--- src/rtl/serial_bcd_to_excess3_pkg.sv ---
// Shared constants for the serial BCD <-> Excess-3 encoder/converter pair.
// Both the encoder RTL and the testbenches import this package.
package serial_bcd_to_excess3_pkg;

  localparam logic [2:0] ST_B0   = 3'd0;
  localparam logic [2:0] ST_B1C0 = 3'd1;
  localparam logic [2:0] ST_B1C1 = 3'd2;
  localparam logic [2:0] ST_B2C0 = 3'd3;
  localparam logic [2:0] ST_B2C1 = 3'd4;
  localparam logic [2:0] ST_B3C0 = 3'd5;
  localparam logic [2:0] ST_B3C1 = 3'd6;

  localparam logic [3:0] ADDEND  = 4'b0011;
  localparam logic [3:0] BCD_MAX = 4'd9;

  typedef enum logic [2:0] {
    B0   = ST_B0,
    B1C0 = ST_B1C0,
    B1C1 = ST_B1C1,
    B2C0 = ST_B2C0,
    B2C1 = ST_B2C1,
    B3C0 = ST_B3C0,
    B3C1 = ST_B3C1
  } state_t;

  function automatic logic digit_invalid(input logic [3:0] d);
    return d > BCD_MAX;
  endfunction

endpackage

--- src/rtl/serial_bcd_to_excess3_if.sv ---
// Serial data/flag bundle between a bit source (master) and the encoder (slave).
interface serial_bcd_to_excess3_if #(parameter int CNT_W = 8);

  logic             X;
  logic             En;
  logic             Z;
  logic             DigitDone;
  logic             Err;
  logic [CNT_W-1:0] ErrCnt;

  modport master (output X, En, input Z, DigitDone, Err, ErrCnt);
  modport slave  (input X, En, output Z, DigitDone, Err, ErrCnt);

endinterface

--- src/rtl/serial_bcd_to_excess3_sat_counter.sv ---
// Saturating up-counter: holds at all-ones instead of wrapping.
module sat_counter #(
  parameter int W = 8
) (
  input  logic         Clk,
  input  logic         Rst,
  input  logic         Inc,
  output logic [W-1:0] Q
);

  always_ff @(posedge Clk or negedge Rst) begin
    if (!Rst) begin
      Q <= '0;
    end else if (Inc && (Q != '1)) begin
      Q <= Q + W'(1);
    end
  end

endmodule

--- src/rtl/serial_bcd_to_excess3.sv ---
// Serial BCD to Excess-3 encoder: LSB-first bit-serial add of 0011 with a
// Mealy output, plus detection and saturating count of non-BCD digits.
module serial_bcd_to_excess3
  import serial_bcd_to_excess3_pkg::*;
#(
  parameter int CNT_W = 8
) (
  input  logic                    Clk,
  input  logic                    Rst,
  serial_bcd_to_excess3_if.slave  bus
);

  state_t state;
  state_t stateNext;
  logic   hi;
  logic   hiNext;
  logic   zBit;
  logic   digitDone;
  logic   err;
  logic   errGated;
  logic   carryOut;
  logic   addBit;
  logic   carryIn;
  logic [1:0] bitIdx;

  always_ff @(posedge Clk or negedge Rst) begin
    if (!Rst) begin
      state <= B0;
      hi    <= 1'b0;
    end else begin
      state <= stateNext;
      hi    <= hiNext;
    end
  end

  // Each state encodes (bit index, incoming carry); one full-adder step per bit.
  always_comb begin
    stateNext = state;
    hiNext    = hi;
    zBit      = 1'b0;
    digitDone = 1'b0;
    err       = 1'b0;
    bitIdx    = 2'd0;
    carryIn   = 1'b0;
    case (state)
      B0:      begin bitIdx = 2'd0; carryIn = 1'b0; end
      B1C0:    begin bitIdx = 2'd1; carryIn = 1'b0; end
      B1C1:    begin bitIdx = 2'd1; carryIn = 1'b1; end
      B2C0:    begin bitIdx = 2'd2; carryIn = 1'b0; end
      B2C1:    begin bitIdx = 2'd2; carryIn = 1'b1; end
      B3C0:    begin bitIdx = 2'd3; carryIn = 1'b0; end
      B3C1:    begin bitIdx = 2'd3; carryIn = 1'b1; end
      default: begin bitIdx = 2'd0; carryIn = 1'b0; end
    endcase
    addBit   = ADDEND[bitIdx];
    carryOut = (bus.X & addBit) | (bus.X & carryIn) | (addBit & carryIn);
    if (bus.En) begin
      zBit = bus.X ^ addBit ^ carryIn;
      case (bitIdx)
        2'd0: stateNext = carryOut ? B1C1 : B1C0;
        2'd1: stateNext = carryOut ? B2C1 : B2C0;
        2'd2: stateNext = carryOut ? B3C1 : B3C0;
        default: stateNext = B0;
      endcase
      if ((bitIdx == 2'd1 || bitIdx == 2'd2) && bus.X) begin
        hiNext = 1'b1;
      end
      if (bitIdx == 2'd3) begin
        hiNext    = 1'b0;
        digitDone = 1'b1;
        err       = bus.X & hi;
      end
    end
  end

  // Outputs are combinational, so reset must mask them explicitly.
  assign errGated      = err & Rst;
  assign bus.Z         = zBit & Rst;
  assign bus.DigitDone = digitDone & Rst;
  assign bus.Err       = errGated;

  sat_counter #(.W(CNT_W)) errCounter (
    .Clk (Clk),
    .Rst (Rst),
    .Inc (errGated),
    .Q   (bus.ErrCnt)
  );

endmodule

--- src/flat_wrapper.sv ---
// flat-port wrapper written by rule: the top's interface ports become plain ports
module serial_bcd_to_excess3_flat import serial_bcd_to_excess3_pkg::*;
#(
  parameter int CNT_W = 8
)
  (Clk, Rst, bus_X, bus_En, bus_Z, bus_DigitDone, bus_Err, bus_ErrCnt);
  serial_bcd_to_excess3_if #(.CNT_W(CNT_W)) bus_i ();
  input  logic Clk;
  input  logic Rst;
  input wire logic [$bits(bus_i.X)-1:0] bus_X;
  input wire logic [$bits(bus_i.En)-1:0] bus_En;
  output wire logic [$bits(bus_i.Z)-1:0] bus_Z;
  output wire logic [$bits(bus_i.DigitDone)-1:0] bus_DigitDone;
  output wire logic [$bits(bus_i.Err)-1:0] bus_Err;
  output wire logic [$bits(bus_i.ErrCnt)-1:0] bus_ErrCnt;
  assign bus_i.X = bus_X;
  assign bus_i.En = bus_En;
  assign bus_Z = bus_i.Z;
  assign bus_DigitDone = bus_i.DigitDone;
  assign bus_Err = bus_i.Err;
  assign bus_ErrCnt = bus_i.ErrCnt;
  serial_bcd_to_excess3 #(.CNT_W(CNT_W)) u_core (.Clk(Clk), .Rst(Rst), .bus(bus_i));
endmodule
--- config.mk ---
export PLATFORM = sky130hd
export DESIGN_NAME = serial_bcd_to_excess3_flat
export DESIGN_NICKNAME = d
export VERILOG_FILES = /design/src/rtl/serial_bcd_to_excess3_pkg.sv /design/src/rtl/serial_bcd_to_excess3_if.sv /design/src/rtl/serial_bcd_to_excess3_sat_counter.sv /design/src/rtl/serial_bcd_to_excess3.sv /design/src/flat_wrapper.sv
export SDC_FILE = /design/constraint.sdc
export NUM_CORES = 1
export LEC_CHECK = 0
export CORE_ASPECT_RATIO = 0.75
export CORE_MARGIN = 1
export CORE_UTILIZATION = 30
export CTS_BUF_LIST = sky130_fd_sc_hd__clkbuf_4 sky130_fd_sc_hd__clkbuf_8
export CTS_CLUSTER_SIZE = 24
export DETAILED_ROUTE_END_ITERATION = 6
export GPL_ROUTABILITY_DRIVEN = 0
export HOLD_SLACK_MARGIN = 0.06
export PLACE_DENSITY = 0.62
export SLEW_MARGIN = 20
export SYNTH_ARGS = -nofsm -noshare
export SYNTH_HDL_FRONTEND = slang
export SYNTH_SLANG_ARGS = --single-unit
--- constraint.sdc ---
create_clock -name Clk -period 2.55 [get_ports Clk]
set_input_delay 0.51 -clock Clk [delete_from_list [all_inputs] [get_ports Clk]]
set_output_delay 0.51 -clock Clk [all_outputs]
set_load 0.05 [all_outputs]
==> run metrics <==
net switching power=443 uW; CP max-delay cell=fa_1; most frequent cell after synthesis=dfrtp_1; ANT cells=0; Reg2Reg Launch Point=u_core.state[0]$_DFFE_PN0P_; nets@finish=99; global-route wire length before repair=2190 um; ys async rst share=100%; Die W=59.6 um; EDFF count, synth=0; RR Endpoint=u_core.errCounter.Q[1]$_DFFE_PN0P_; Max IR drop VDD=0.267 mV; Post-DP HPWL=1180 um; CP endpoint kind=output port; setup violators final=0; largest family of logic cells by synthesized area=simple AND/OR/NAND/NOR gates; Hold Fails Final Rpt=0; mux share of post-synthesis cell area=3.02%; die area=2690 um^2; area post-placement=962 um^2; Min-Delay Path Class=input port to async pin; DRC viols=0; port bufs=14; Comb pwr share=56.4%; Area growth, synth to finish=36.1%; crit path time final=2.46 ns; CTS buffer count=3; simple-gate portion of the synthesized area=19.6%; total number of vias=572; compound-gate portion of the synthesized area=12.1%; Worst Path Required=2.04 ns; register area share after synthesis=40.3%; Yosys reg bits=12; FF-to-FF setup slack=0.47 ns; clk sinks=12; share of layout cells above drive strength 1=23.9%; RSZ-0062 raised after global routing=no; Slew headroom=66.3%; Core ar.=2330 um^2; pin count of the biggest net entering global routing=11; # rows=15; fill count=251; Bufs on Longest Clock Path=2; Yosys Warn Count=0; GRT overflow=0; Via-to-Cell Ratio=4.69; Distinct cells, synth=26; DR WL/cell=12.4 um; Clock power frac=15.1%; number of global-route vias before repair=495; drt first pass iters=4; GRT Util Overall=11.3%; drt first-iter violations=19; Worst Reg-to-Reg Cells=7; Initial Util=32.0%; kind of critical path=flip-flop to output port; Seq pwr share=28.6%; Least-Margin Pin Slew=0.503 ns; Setup crit start kind=flip-flop; Synth area leaders=dfrtp_1 (40%), ha_1 (8.4%), xnor2_1 (4.7%); clock-pin slew on the worst setup and hold paths=0.08 ns; Post-Syn Area=746 um^2; Hold WS=0.468 ns; final worst slack=0.0863 ns; Final period util=96.6%; Synth top cells by count=dfrtp_1 (12), inv_1 (6), ha_1 (5); worst path arrival time=1.95 ns; Int Power=560 uW; final WL=1510 um; ANT nets after route=0; Die Height=45.2 um; CTS tree=yes; Post-Synthesis Cells=69; Setup Fix Bufs, Post-CTS=0; Max stage delay on crit path=0.47 ns; cell area after layout=1010 um^2; Clock Tree Root=clkbuf_4; CTS HTree Levels=1; Ports=15; top-area cell type share of the netlist area=40.3%; Power Density=989 nW/um^2; setup tns final=0 ns; Post-Synth XOR/XNOR Area=9.40%; clock skew=0.00581 ns; Crit Path Max Fanout=6; Synth Area in Adders=11.1%; MaxCap Viol Count=0; final slew viol count=0; Sw Share=44.1%; static leakage=0.000448 uW; Syn Nets=79; outcome=complete, no violations; max frequency=406 MHz; clk_lat worst skew=0.27 ns; ys flop type=dfrtp_1; initial antenna violation count=0; cell accounting for the most synthesized area=dfrtp_1; Place WS=0.127 ns; cells along the critical path=nand2_1 > xor2_2 > inv_2 > fa_1 > nor2_2 > buf_12; Avg Cell Area, Syn=10.8 um^2
cell type report:
class                   count  area, um^2  area share, %
clock buffers               4        36.3           3.58
multi-input cells          50         427           42.0
inverters                   6        22.5           2.22
repair buffers             16         185           18.2
well taps                  34        42.5           4.19
flip-flops and latches     12         302           29.7
worst max path at each step:
stage,start,slack (ns),to,depth (start not counted)
floorplan,u_core.state[0]$_DFFE_PN0P_,0.09,bus_Z,5
global placement,bus_X,0.15,bus_Z,5
detailed placement,bus_X,0.13,bus_Z,5
CTS,u_core.state[0]$_DFFE_PN0P_,0.02,bus_Z,6
global route,u_core.state[0]$_DFFE_PN0P_,0.004,bus_Z,6
finish,u_core.state[0]$_DFFE_PN0P_,0.09,bus_Z,6
timing repair:
action	CTS	global route
endpoints found under the hold margin	0	0
hold buffers	0	0
endpoints found under the setup margin	1	2
gates resized for setup	2	4
registers in the layout, indices dropped and copies added, names as in the netlist:
signal               flops
u_core.errCounter.Q      8
u_core.hi                1
u_core.state             3
cell families after synthesis:
family	count (synthesis)
AOI/OAI and AO/OA	13
xor gates and xnor gates	8
adders and majority gates	6
buffers and inverters	7
DFF	12
muxes	2
and+or+nand+nor	21
placed cells by master, fill, tap and decap left out, types with 3 or more instances in the layout:
cell	count
nand2_1	4
inv_1	5
and3_1	3
xor2_1	3
a31oi_1	3
dfrtp_1	11
clkbuf_4	3
ha_1	4
xnor2_1	4
a21oi_1	4
buf_12	3
nor3_1	3
clkdlybuf4s50_1	11
metrics by stage:
step	cells	util, %	total power [uW]
floorplan	69	-	660
global placement	118	41.3	807
detailed placement	118	41.3	822
CTS	122	43.3	990
global route	122	43.6	1060
finish	122	43.6	1000
per-layer routing:
metal	vias to the layer above	track usage (%)	routed length, um
met5	-	0	0
met4	0	1.40	0
met3	0	3.44	102
met2	21	18.0	683
met1	273	15.6	728
li1	278	-	-
critical path: cells and delay by family (launching register included):
kind,cells,cell delay [ns]
and+or+nand+nor,2,0.30
DFF,1,0.45
buffers and inverters,2,0.24
adders and majority gates,1,0.47
xor gates and xnor gates,1,0.23
power by group through the flow:
stage | Clock [uW] | Combinational, uW | Sequential (uW)
after floorplan | 0 | 343 | 317
after global placement | 0 | 524 | 283
after detailed placement | 0 | 536 | 286
after CTS | 156 | 550 | 284
after global routing | 163 | 607 | 293
final | 151 | 565 | 286
(Power assumes the default switching activity.)
